**config.mk**
```make
export PLATFORM = sky130hd
export DESIGN_NAME = inject_burst_gen
export DESIGN_NICKNAME = d
export VERILOG_FILES = /design/src/rtl/inject_burst_gen_pkg.sv /design/src/rtl/inject_burst_gen_trig_sync_edge.sv /design/src/rtl/inject_burst_gen.sv
export SDC_FILE = /design/constraint.sdc
export NUM_CORES = 1
export LEC_CHECK = 0
export ABC_CLOCK_PERIOD_IN_PS = 2400
export BUFFER_PORTS_ARGS = -buffer_cell sky130_fd_sc_hd__buf_2
export CORE_MARGIN = 3
export CORE_UTILIZATION = 53
export DETAILED_ROUTE_END_ITERATION = 12
export GPL_TIMING_DRIVEN = 0
export PLACE_DENSITY = 0.77
export SLEW_MARGIN = 30
export SYNTH_ARGS = -nofsm -noshare
export SYNTH_HDL_FRONTEND = slang
export SYNTH_SLANG_ARGS = --single-unit
```
**constraint.sdc**
```tcl
create_clock -name clk -period 2.4 [get_ports clk]
set_clock_uncertainty 0.05 [all_clocks]
set_input_delay 0.6 -clock clk [delete_from_list [all_inputs] [get_ports clk]]
set_output_delay 0.6 -clock clk [all_outputs]
set_load 0.03 [all_outputs]
```
**src/rtl/inject_burst_gen_pkg.sv**
```systemverilog
// ============================================================================
// inject_burst_gen_pkg
// Shared FSM state encoding and default field widths for inject_burst_gen.
// Revision: 1.0
// ============================================================================
`default_nettype none

package inject_burst_gen_pkg;

  localparam int CNT_W_DEF = 16;
  localparam int N_W_DEF   = 8;

  localparam logic [2:0] ST_IDLE  = 3'd0;
  localparam logic [2:0] ST_DELAY = 3'd1;
  localparam logic [2:0] ST_HIGH  = 3'd2;
  localparam logic [2:0] ST_LOW   = 3'd3;
  localparam logic [2:0] ST_DONE  = 3'd4;

endpackage

`default_nettype wire

```
**src/rtl/inject_burst_gen_trig_sync_edge.sv**
```systemverilog
// ============================================================================
// trig_sync_edge
// Two-flop synchroniser plus registered rising-edge detector for a slow input.
// Revision: 1.0
// ============================================================================
`default_nettype none

module trig_sync_edge (
  input  logic clk,
  input  logic rst_n,
  input  logic din,
  output logic pulse
);

  logic r_sync1;
  logic r_sync2;
  logic r_sync3;
  logic r_pulse;

  // The pulse is registered, so it appears one cycle after sync2 first goes high.
  always_ff @(posedge clk or negedge rst_n) begin
    if (!rst_n) begin
      r_sync1 <= 1'b0;
      r_sync2 <= 1'b0;
      r_sync3 <= 1'b0;
      r_pulse <= 1'b0;
    end else begin
      r_sync1 <= din;
      r_sync2 <= r_sync1;
      r_sync3 <= r_sync2;
      r_pulse <= r_sync2 & ~r_sync3;
    end
  end

  assign pulse = r_pulse;

endmodule

`default_nettype wire

```
**src/rtl/inject_burst_gen.sv**
```systemverilog
// ============================================================================
// inject_burst_gen
// Fires one programmable burst of injection pulses per synchronised trigger.
// Revision: 1.0
// ============================================================================
`default_nettype none

module inject_burst_gen
  import inject_burst_gen_pkg::*;
#(
  parameter int CNT_W = CNT_W_DEF,
  parameter int N_W   = N_W_DEF
) (
  input  logic             clk,
  input  logic             rst_n,
  input  logic             trig_in,
  input  logic [CNT_W-1:0] cfg_delay,
  input  logic [CNT_W-1:0] cfg_width,
  input  logic [CNT_W-1:0] cfg_period,
  input  logic [N_W-1:0]   cfg_count,
  input  logic             clr_missed,
  output logic             inj_out,
  output logic             busy,
  output logic             done,
  output logic [N_W-1:0]   pulses_sent,
  output logic             missed_trig
);

  logic             w_start;
  logic [CNT_W-1:0] w_w_eff;
  logic [CNT_W-1:0] w_w_m1;
  logic [CNT_W-1:0] w_low_m1;
  logic [2:0]       w_next;
  logic [CNT_W-1:0] w_cnt_next;
  logic             w_start_idle;
  logic             w_enter_high;

  logic [2:0]       r_state;
  logic [CNT_W-1:0] r_cnt;
  logic [CNT_W-1:0] r_w_m1;
  logic [CNT_W-1:0] r_low_m1;
  logic [N_W-1:0]   r_n;
  logic [N_W-1:0]   r_pulses;
  logic             r_missed;
  logic             r_inj;
  logic             r_busy;
  logic             r_done;

  trig_sync_edge u_trig_sync (
    .clk   (clk),
    .rst_n (rst_n),
    .din   (trig_in),
    .pulse (w_start)
  );

  // Low phase is kept as a length (not a period) so W at full scale cannot overflow W+1.
  assign w_w_eff  = (cfg_width == '0) ? CNT_W'(1) : cfg_width;
  assign w_w_m1   = w_w_eff - CNT_W'(1);
  assign w_low_m1 = (cfg_period <= w_w_eff) ? '0 : (cfg_period - w_w_eff - CNT_W'(1));

  always_comb begin
    w_next     = r_state;
    w_cnt_next = r_cnt;
    case (r_state)
      ST_IDLE: begin
        if (w_start) begin
          if (cfg_count == '0) begin
            w_next = ST_DONE;
          end else if (cfg_delay == '0) begin
            w_next     = ST_HIGH;
            w_cnt_next = w_w_m1;
          end else begin
            w_next     = ST_DELAY;
            w_cnt_next = cfg_delay - CNT_W'(1);
          end
        end
      end
      ST_DELAY: begin
        if (r_cnt == '0) begin
          w_next     = ST_HIGH;
          w_cnt_next = r_w_m1;
        end else begin
          w_cnt_next = r_cnt - CNT_W'(1);
        end
      end
      ST_HIGH: begin
        if (r_cnt == '0) begin
          if (r_pulses < r_n) begin
            w_next     = ST_LOW;
            w_cnt_next = r_low_m1;
          end else begin
            w_next = ST_DONE;
          end
        end else begin
          w_cnt_next = r_cnt - CNT_W'(1);
        end
      end
      ST_LOW: begin
        if (r_cnt == '0) begin
          w_next     = ST_HIGH;
          w_cnt_next = r_w_m1;
        end else begin
          w_cnt_next = r_cnt - CNT_W'(1);
        end
      end
      ST_DONE: begin
        w_next = ST_IDLE;
      end
      default: begin
        w_next = ST_IDLE;
      end
    endcase
  end

  assign w_start_idle = w_start && (r_state == ST_IDLE);
  assign w_enter_high = (w_next == ST_HIGH) && (r_state != ST_HIGH);

  always_ff @(posedge clk or negedge rst_n) begin
    if (!rst_n) begin
      r_state  <= ST_IDLE;
      r_cnt    <= '0;
      r_w_m1   <= '0;
      r_low_m1 <= '0;
      r_n      <= '0;
      r_pulses <= '0;
      r_missed <= 1'b0;
      r_inj    <= 1'b0;
      r_busy   <= 1'b0;
      r_done   <= 1'b0;
    end else begin
      r_state <= w_next;
      r_cnt   <= w_cnt_next;
      r_inj   <= (w_next == ST_HIGH);
      r_busy  <= (w_next != ST_IDLE);
      r_done  <= (w_next == ST_DONE);

      if (w_start_idle) begin
        r_w_m1   <= w_w_m1;
        r_low_m1 <= w_low_m1;
        r_n      <= cfg_count;
        r_pulses <= w_enter_high ? N_W'(1) : '0;
      end else if (w_enter_high) begin
        r_pulses <= r_pulses + N_W'(1);
      end

      // A retrigger in the same cycle as a clear must leave the flag set.
      if (w_start && (r_state != ST_IDLE)) begin
        r_missed <= 1'b1;
      end else if (clr_missed) begin
        r_missed <= 1'b0;
      end
    end
  end

  assign inj_out     = r_inj;
  assign busy        = r_busy;
  assign done        = r_done;
  assign pulses_sent = r_pulses;
  assign missed_trig = r_missed;

endmodule

`default_nettype wire

```
==> results of run 1 <==
==> routing by layer <==
metal | vias up | wire length [um]
li1 | 2591 | -
met1 | 2621 | 7460
met2 | 251 | 8370
met3 | 40 | 1110
met4 | 0 | 519
met5 | - | 0
==> cell type report <==
cell class	instances	area share (%)
Buffer	27	2.15
Clock buffer	10	1.95
Clock inverter	6	1.01
Inverter	37	2.01
Multi-Input combinational cell	495	54.1
Sequential cell	75	26.7
Tap cell	133	2.36
Timing Repair Buffer	102	9.76
==> kinds of logic after synthesis <==
logic type | after synthesis | synth area share [%]
xor+xnor | 34 | 5.44
buf+inv | 65 | 5.03
simple gates | 230 | 22.8
mux | 8 | 1.49
compound gates | 192 | 23.7
fa+ha+maj | 31 | 7.22
flops | 75 | 34.3
==> worst max-delay path: cells and delay by family <==
kind	cells	cell delay [ns]
fa+ha+maj	2	0.35
compound gates	4	0.69
simple gates	5	1.30
buf+inv	2	0.13
==> flip-flops by register name, summed over array words and instances, names as in the netlist <==
| register | count |
|---|---|
| busy | 1 |
| r_low_m1 | 16 |
| pulses_sent | 8 |
| missed_trig | 1 |
| inj_out | 1 |
| u_trig_sync.r_sync2 | 1 |
| u_trig_sync.pulse | 1 |
| u_trig_sync.r_sync1 | 1 |
| r_cnt | 16 |
| r_w_m1 | 16 |
| r_n | 8 |
| done | 1 |
| r_state | 3 |
| u_trig_sync.r_sync3 | 1 |
==> metrics by stage <==
| step | cells | cell area (sq um) | hold slack, ns |
|---|---|---|---|
| 6_report | 885 | 7050 | 0.101 |
| 5_1_grt | 885 | 7050 | 0.116 |
| 4_1_cts | 877 | 6800 | 0.114 |
| 3_5_place_dp | 840 | 6110 | 0.290 |
| 3_3_place_gp | 839 | 6080 | 0.285 |
| 2_1_floorplan | 635 | 5560 | 0.254 |
==> power groups by stage <==
stage,logic (uW),clock network (uW),registers [uW]
final,2260,1040,2130
after detailed placement,1870,0,2090
after global placement,1800,0,2060
after global routing,2470,1100,2180
after floorplan,1350,0,1990
after CTS,2040,1040,2080
==> cells in the final DEF (no fill, tap or decap), types with 12 or more instances in the layout <==
| cell | synthesis | final |
|---|---|---|
| a21oi_1 | 33 | 24 |
| buf_2 | 10 | 75 |
| a22o_1 | 21 | 21 |
| nand4_1 | 18 | 18 |
| dfrtp_1 | 75 | 72 |
| o21ai_0 | 53 | 48 |
| a22oi_1 | 13 | 13 |
| nand3_1 | 15 | 12 |
| inv_1 | 37 | 34 |
| nor3_1 | 16 | 12 |
| xor2_1 | 19 | 19 |
| nor2_1 | 38 | 34 |
| nand2_1 | 70 | 69 |
| ha_1 | 30 | 23 |
| buf_4 | 1 | 23 |
==> cells in the mapped netlist (7+ instances only) <==
cell,n,share of area (%)
nand2_1,70,4.8
xnor2_1,15,2.4
o211ai_1,10,1.4
a31oi_1,7,0.80
nand2b_1,11,1.3
o2bb2ai_1,7,1.1
nand4_1,18,2.1
o21ai_0,53,4.8
mux2i_1,7,1.3
buf_2,10,0.91
nor3_1,16,1.5
dfrtp_1,75,34
inv_1,37,2.5
nand3_1,15,1.4
ha_1,30,6.9
a22o_1,21,3.4
or3_1,7,0.80
xor2_1,19,3.0
clkbuf_1,12,0.82
a22oi_1,13,1.8
a21oi_1,33,3.0
nor2_1,38,2.6
==> what timing repair did <==
action	4_1_cts	5_1_grt
setup endpoints to repair	36	39
resized for setup	58	39
endpoints found under the hold margin	0	0
hold buffers	0	0
buffers inserted	19	9
gates cloned	3	1
pin swaps	30	32
==> how the worst max path moves through the flow <==
stage	to	slack, ns
6_report	r_low_m1[14]	-0.48
5_1_grt	r_low_m1[14]	-0.52
4_1_cts	r_low_m1[14]	-0.50
3_5_place_dp	r_low_m1[14]	-1.22
3_3_place_gp	r_low_m1[14]	-1.15
2_1_floorplan	r_low_m1[14]	-0.72
==> run summary, run 1 <==
OUTCOME
-------------------------------------------------------------------------------
Run status                                                         finished, violations left
Failing checks                                                     negative setup slack

HOLD PATH
-------------------------------------------------------------------------------
Hold WC Path Type                                                      in2async

STA
-------------------------------------------------------------------------------
Slack of the critical path                                            -0.483 ns
Share of the cycle needed by the critical path after routing               120%
Setup TNS                                                              -5.37 ns
Relative slew margins                                                     43.8%
Achievable clock frequency                                            0.347 GHz
Final setup fails                                                            25
Final Max Tran Viols                                                          0
Minimum clock period after layout                                       2.88 ns
Setup repair after global routing missed its margin                         yes
Worst Max-Slew Pin Slew                                                0.841 ns
Number of hold-slack violations in the final timing report                    0

FINAL LAYOUT
-------------------------------------------------------------------------------
Antenna Diode Count                                                           0
Number of fill cells                                                        746
Multi-input gate area                                                3810 sq um
Core Util, Final                                                          71.1%
Area delta synth->final                                                   28.8%
Fraction of layout instances using a drive strength above 1               28.2%
Fin nets                                                                    838
Sequential cell area                                                 1880 sq um

WORST SETUP PATH
-------------------------------------------------------------------------------
Number of cells traversed by the worst register-to-register path              6
Startpoint of the worst setup timing path                          cfg_width[14]
Worst R2R End                                                      r_low_m1[15]
Master of the slowest instance on the critical path                       or4_4
Required time at the endpoint of the critical path                      2.61 ns
Capturing element type of the critical path                            register
Startpoint kind of the worst setup timing path                     primary input
Setup slack of the most critical reg-to-reg path                       -0.04 ns
Worst path most repeated cell                                           a21oi_4
Critical register-to-register path startpoint                        r_state[0]
Critical path type                                                       in2reg
Cell-by-cell trace of the critical path                            buf_6, or4_4, nor2_4, a21oi_4, ha_4, inv_2, fa_2, nand2b_4, a21oi_4, nor2b_4, o311a_1, or3_1, a32o_1
Worst stage delay on the critical path                                  0.57 ns
Critical path fanouts, max                                                    4
Arrival time at the worst endpoint                                      3.09 ns

ROUTE
-------------------------------------------------------------------------------
Routed via count divided by cell count                                     6.22
Via count                                                                  5503
Antenna violation net count after detailed routing                            0
DRC violations left                                                           0
Router iterations before antenna repair                                       5
Routed wirelength normalized by instance count                          19.7 um
Routed Wire Length                                                      17.5 mm
1st-iter DRT viols                                                          492

FLOORPLAN
-------------------------------------------------------------------------------
Number of rows in the core area                                              36
Initial core utilization                                                  55.2%
Die height                                                               108 um
Total core area                                                      9910 sq um
Floorplan die area                                                  11600 sq um
Number of ports placed on the die boundary                                   72
Chip width                                                               108 um

GLOBAL ROUTING
-------------------------------------------------------------------------------
Global-route wire length before repair                                  27.6 mm
Antenna violations before repair                                              0
M3 GR Usage                                                               4.56%
Global routing met1 resource utilization                                  40.4%
Global-route layer with the greatest usage                                 met2
Via count of the first global-routing pass                                 5356
Total track usage                                                         30.4%
Largest net degree at the start of global routing                            50
Met2 layer usage reported by global route                                 49.3%
Global route total overflow                                                   0

LOGIC SYNTHESIS
-------------------------------------------------------------------------------
Number of flops mapped to enable cells by yosys                               0
Count of yosys warnings during synthesis                                      0
Mapped Area                                                          5470 sq um
Net Count, Synth                                                            726
Post-synthesis sequential element count                                      75
Share of flip-flops with an asynchronous set or reset                      100%
Primary flip-flop cell chosen by synthesis mapping                      dfrtp_1
Sequential-to-total area share from yosys stat                            34.3%
Syn Inst Count                                                              635
Synth cell types                                                             70
Mean cell area of the mapped netlist                                 8.62 sq um

PWR
-------------------------------------------------------------------------------
Internal power summed over all cells                                    3240 uW
Net switching power of the design                                       2180 uW
Power density cells                                                 770 nW/um^2
Proportion of total power due to net switching                            40.2%
Relative contribution of the clock network to total power                 19.1%
Worst IR Drop VDD                                                      0.362 mV
Static Leakage                                                       0.00309 uW
Sequential share of power                                                 39.3%
Power consumption                                                       5430 uW
Combinational power share                                                 41.7%

CLOCK NETWORK
-------------------------------------------------------------------------------
Insertion delay of the later-clocked pin in the worst-skew pair         0.36 ns
TritonCTS Sinks                                                              75
Worst-case clock buffer depth                                                 2
Root Buffer                                                            clkbuf_8
Htree depth                                                                   3
Clock buffer count from CTS                                                   9
CTS tree                                                                  built
Clk pin slew, worst setup/hold paths                                    0.09 ns

PLACE
-------------------------------------------------------------------------------
Final weighted congestion of routability-driven global placement          0.988
Pre-CTS worst setup slack                                              -1.22 ns
Port-buffer cells                                                            71
HPWL reported at the end of detailed placement                          12.9 mm

FLOW RUN
-------------------------------------------------------------------------------
Max-cap viol count                                                            0

(Power assumes the default switching activity.)
==> inputs of run 2 (changes only) <==
--- a/config.mk
+++ b/config.mk
@@ -5,13 +5,15 @@
 export SDC_FILE = /design/constraint.sdc
 export NUM_CORES = 1
 export LEC_CHECK = 0
+export ABC_AREA = 1
 export ABC_CLOCK_PERIOD_IN_PS = 2400
 export BUFFER_PORTS_ARGS = -buffer_cell sky130_fd_sc_hd__buf_2
 export CORE_MARGIN = 3
-export CORE_UTILIZATION = 53
+export CORE_UTILIZATION = 54
+export CTS_BUF_LIST = sky130_fd_sc_hd__clkbuf_4 sky130_fd_sc_hd__clkbuf_8 sky130_fd_sc_hd__clkbuf_16
 export DETAILED_ROUTE_END_ITERATION = 12
 export GPL_TIMING_DRIVEN = 0
-export PLACE_DENSITY = 0.77
+export PLACE_DENSITY = 0.84
 export SLEW_MARGIN = 30
 export SYNTH_ARGS = -nofsm -noshare
 export SYNTH_HDL_FRONTEND = slang
==> run 2 against run 1 <==
The run still ends with negative setup slack left. Highest routed layer unchanged. Wire length rose by 0.99%. Final area fell by 1.7%. Utilization fell by 1.8 points. Largest power group is now sequential cells.
==> run summary, run 2 <==
WORST SETUP PATH
----------------------------------------------------------------------------------
Required time at the endpoint of the critical path                         2.61 ns   about the same
Master of the slowest instance on the critical path                           fa_2
Critical path type                                                          in2reg
Worst stage delay on the critical path                                     0.35 ns   -0.22 ns
Family of cells with the greatest summed delay on the critical path   simple AND/OR/NAND/NOR gates
Capturing element type of the critical path                               register
Startpoint of the worst setup timing path                             cfg_width[9]
Setup slack of the most critical reg-to-reg path                           0.14 ns   +0.18 ns
Critical register-to-register path startpoint                           r_state[2]
Critical path fanouts, max                                                       6   +2
Startpoint kind of the worst setup timing path                        primary input
Worst R2R End                                                          r_low_m1[6]
Sum of buffers and inverters on the critical path                                3   +1
Number of logic stages on the critical path including buffering                 18   +5
Cell-by-cell trace of the critical path                               buf_8, nor2_4, nand3_4, nor2_4, and2_4, nor2_4, buf_6, ha_4, inv_2, fa_2, o21ai_2, nand2_1, and2_4, o21ai_4, nand2_1, nand2_1, and2_1, o21ai_1
Number of cells traversed by the worst register-to-register path                 6   unchanged
Arrival time at the worst endpoint                                         2.66 ns   -0.43 ns

STA
----------------------------------------------------------------------------------
Relative slew margins                                                        57.3%   +13 points
Setup TNS                                                               -0.0824 ns   +5.29 ns
Share of the cycle needed by the critical path after routing                  102%   -18 points
Minimum clock period after layout                                          2.45 ns   -0.429 ns
Slack of the critical path                                              -0.0536 ns   +0.429 ns
Final setup fails                                                                2   -92%
Worst Max-Slew Pin Slew                                                   0.641 ns   -0.200 ns
Final Max Tran Viols                                                             0   unchanged
Number of hold-slack violations in the final timing report                       0   unchanged
Achievable clock frequency                                               0.408 GHz   +17%
Setup repair after global routing missed its margin                            yes

PWR
----------------------------------------------------------------------------------
Worst IR Drop VDD                                                         0.338 mV   -6.6%
Proportion of total power due to net switching                               39.4%   -0.83 points
Power density cells                                                    678 nW/um^2   -12%
Static Leakage                                                          0.00343 uW   +11%
Net switching power of the design                                          1850 uW   -15%
Internal power summed over all cells                                       2850 uW   -12%
Combinational power share                                                    38.0%   -3.7 points
Sequential share of power                                                    41.4%   +2.1 points
Relative contribution of the clock network to total power                    20.6%   +1.5 points

ROUTE
----------------------------------------------------------------------------------
1st-iter DRT viols                                                             601   +22%
Via count                                                                     6135   +11%
Antenna violation net count after detailed routing                               0   unchanged
Router iterations before antenna repair                                          7   +2
Routed via count divided by cell count                                        5.78   -7.0%
DRC violations left                                                              0   unchanged
Routed wirelength normalized by instance count                             16.6 um   -16%
Routed Wire Length                                                         17.6 mm   +0.99%

GLOBAL ROUTING
----------------------------------------------------------------------------------
Global routing met1 resource utilization                                     39.6%   -0.87 points
Global-route layer with the greatest usage                                    met2
Largest net degree at the start of global routing                               50   unchanged
Global route total overflow                                                      0   unchanged
Total track usage                                                            28.7%   -1.7 points
Global-route wire length before repair                                     26.1 mm   -5.3%
Antenna violations before repair                                                 0   unchanged
M3 GR Usage                                                                  3.85%   -0.71 points
Via count of the first global-routing pass                                    5465   +2.0%
Met2 layer usage reported by global route                                    46.1%   -3.2 points

FINAL LAYOUT
----------------------------------------------------------------------------------
Fin nets                                                                      1015   +21%
Leading cell type in the layout, fill and taps excluded                    nand2_1
Registers with the most flip-flops                                    r_cnt: 16 flops, r_low_m1: 16 flops, r_w_m1: 16 flops
Post-route cell area                                                    6930 sq um   -1.7%
Area delta synth->final                                                      21.7%
Fraction of layout instances using a drive strength above 1                  18.8%   -9.4 points
Antenna Diode Count                                                              0   unchanged
Most frequent cells in the layout                                     nand2_1, inv_1, dfrtp_1

PLACE
----------------------------------------------------------------------------------
Total cell area at the placement stage                                  6350 sq um   +3.8%
Final weighted congestion of routability-driven global placement             0.973   -1.5%
Port-buffer cells                                                               71   unchanged
HPWL reported at the end of detailed placement                             12.7 mm   -2.1%

LOGIC SYNTHESIS
----------------------------------------------------------------------------------
Leading cell type by number of instances after synthesis                   nand2_1
Synth cell count leaders                                              nand2_1, inv_1, nor2_1, dfrtp_1, o21ai_0
Sequential-to-total area share from yosys stat                               33.0%   -1.3 points
Biggest area contributors in the synthesized netlist                  dfrtp_1, nand2_1, ha_1, inv_1, o21ai_0
Net Count, Synth                                                               914   +26%
Syn Inst Count                                                                 823   +30%
Leading area contributor after synthesis                                   dfrtp_1
Synth cell types                                                                46   -34%
Post-synthesis sequential element count                                         75   unchanged
Number of flops mapped to enable cells by yosys                                  0   unchanged
Primary flip-flop cell chosen by synthesis mapping                         dfrtp_1
Mean cell area of the mapped netlist                                    6.92 sq um   -20%
Share of flip-flops with an asynchronous set or reset                         100%   unchanged
Portion of synthesized cell area occupied by the leading cell type           33.0%   -1.3 points
Count of yosys warnings during synthesis                                         0   unchanged
Mapped Area                                                             5690 sq um   +4.0%

FLOORPLAN
----------------------------------------------------------------------------------
Number of ports placed on the die boundary                                      72   unchanged
Chip width                                                                  109 um   +0.97%
Number of rows in the core area                                                 36   unchanged
Total core area                                                        10000 sq um   +0.91%
Die height                                                                  109 um   +0.97%
Initial core utilization                                                     56.9%   +1.7 points
Floorplan die area                                                     11800 sq um   +2.0%

HOLD PATH
----------------------------------------------------------------------------------
Hold WC Path Type                                                         in2async

OUTCOME
----------------------------------------------------------------------------------
Failing checks                                                        negative setup slack
Run status                                                            finished, violations left

CLOCK NETWORK
----------------------------------------------------------------------------------
Htree depth                                                                      3   unchanged
CTS tree                                                                     built
TritonCTS Sinks                                                                 75   unchanged
Worst-case clock buffer depth                                                    2   unchanged
Clk pin slew, worst setup/hold paths                                       0.08 ns   about the same
Hold bufs inserted after CTS                                                     0   unchanged
Clock buffer count from CTS                                                      9   unchanged
Root Buffer                                                               clkbuf_8
Insertion delay of the later-clocked pin in the worst-skew pair            0.37 ns   about the same

FLOW RUN
----------------------------------------------------------------------------------
Max-cap viol count                                                               0   unchanged

run 2: cell count changes after synthesis, moves of 9 or more:
| cell | change |
|---|---|
| a22o_1 | -21 |
| inv_1 | +63 |
| a22oi_1 | -9 |
| o21ai_0 | +14 |
| nand2_1 | +122 |
| nor2_1 | +47 |
| nand3_1 | +50 |
| nand2b_1 | -11 |
run 2: how the worst max path moves through the flow:
stage                              end  slack (ns)
final                     r_low_m1[14]       -0.05
after global routing      r_low_m1[14]       -0.14
after CTS                 r_low_m1[14]       0.003
after detailed placement  r_low_m1[14]       -0.69
after global placement    r_low_m1[14]       -0.66
after floorplan           r_low_m1[14]       -0.27
run 2: area by class of cell:
| cell class | instances | area (sq um) |
|---|---|---|
| clock buffer | 9 | 124 |
| tap | 133 | 166 |
| clock inverter | 6 | 65.1 |
| inverter | 111 | 449 |
| fill | 849 | 3070 |
| sequential | 75 | 1880 |
| buffer | 20 | 106 |
| timing repair buffer | 90 | 681 |
| multi-input combinational | 617 | 3460 |
run 2: metrics by stage:
| step | instances | setup WS, ns | hold WS, ns | total power (uW) | util (%) |
|---|---|---|---|---|---|
| after global placement | 1027 | -0.658 | 0.285 | 3530 | 63.2 |
| after floorplan | 823 | -0.273 | 0.254 | 3120 | - |
| final | 1061 | -0.0536 | 0.0920 | 4700 | 69.3 |
| after global routing | 1061 | -0.136 | 0.108 | 5040 | 69.3 |
| after detailed placement | 1028 | -0.689 | 0.296 | 3600 | 63.5 |
| after CTS | 1048 | 0.00272 | 0.0937 | 4590 | 66.2 |
run 2: logic make-up after synthesis:
| group | Yosys count | synth area share (%) |
|---|---|---|
| flops | 75 | 33.0 |
| xor+xnor | 34 | 5.23 |
| fa+ha+maj | 31 | 6.95 |
| buf+inv | 131 | 9.01 |
| compound gates | 149 | 14.6 |
| simple gates | 403 | 31.3 |
run 2: repair_timing:
item                                    CTS  global route
cloned                                    0             1
endpoints found under the setup margin   20            27
pin swaps                                 7            13
gates resized for setup                  15            55
buffers inserted                          5            12
run 2: routing by layer:
layer / up-vias / wire, um / share of wire [%]
met5: - / 0 / 0
met4: 0 / 666 / 3.8
met3: 65 / 1370 / 7.8
met2: 318 / 8190 / 46
met1: 2851 / 7410 / 42
li1: 2901 / - / -
run 2: power by group through the flow:
stage                     Combinational, uW  Sequential [uW]  Clock [uW]
after floorplan                        1230             1890           0
after global routing                   2010             1990        1030
after CTS                              1680             1930         979
after detailed placement               1650             1950           0
after global placement                 1600             1940           0
final                                  1790             1950         966
run 2: worst reg2reg max path, cell delays in order (launching register included):
cell and delay (ns):
dfrtp_1 0.42, nor2_1 0.22, nand2_1 0.10, nor2_1 0.32, buf_2 0.30, buf_1 0.53, o22ai_1 0.18
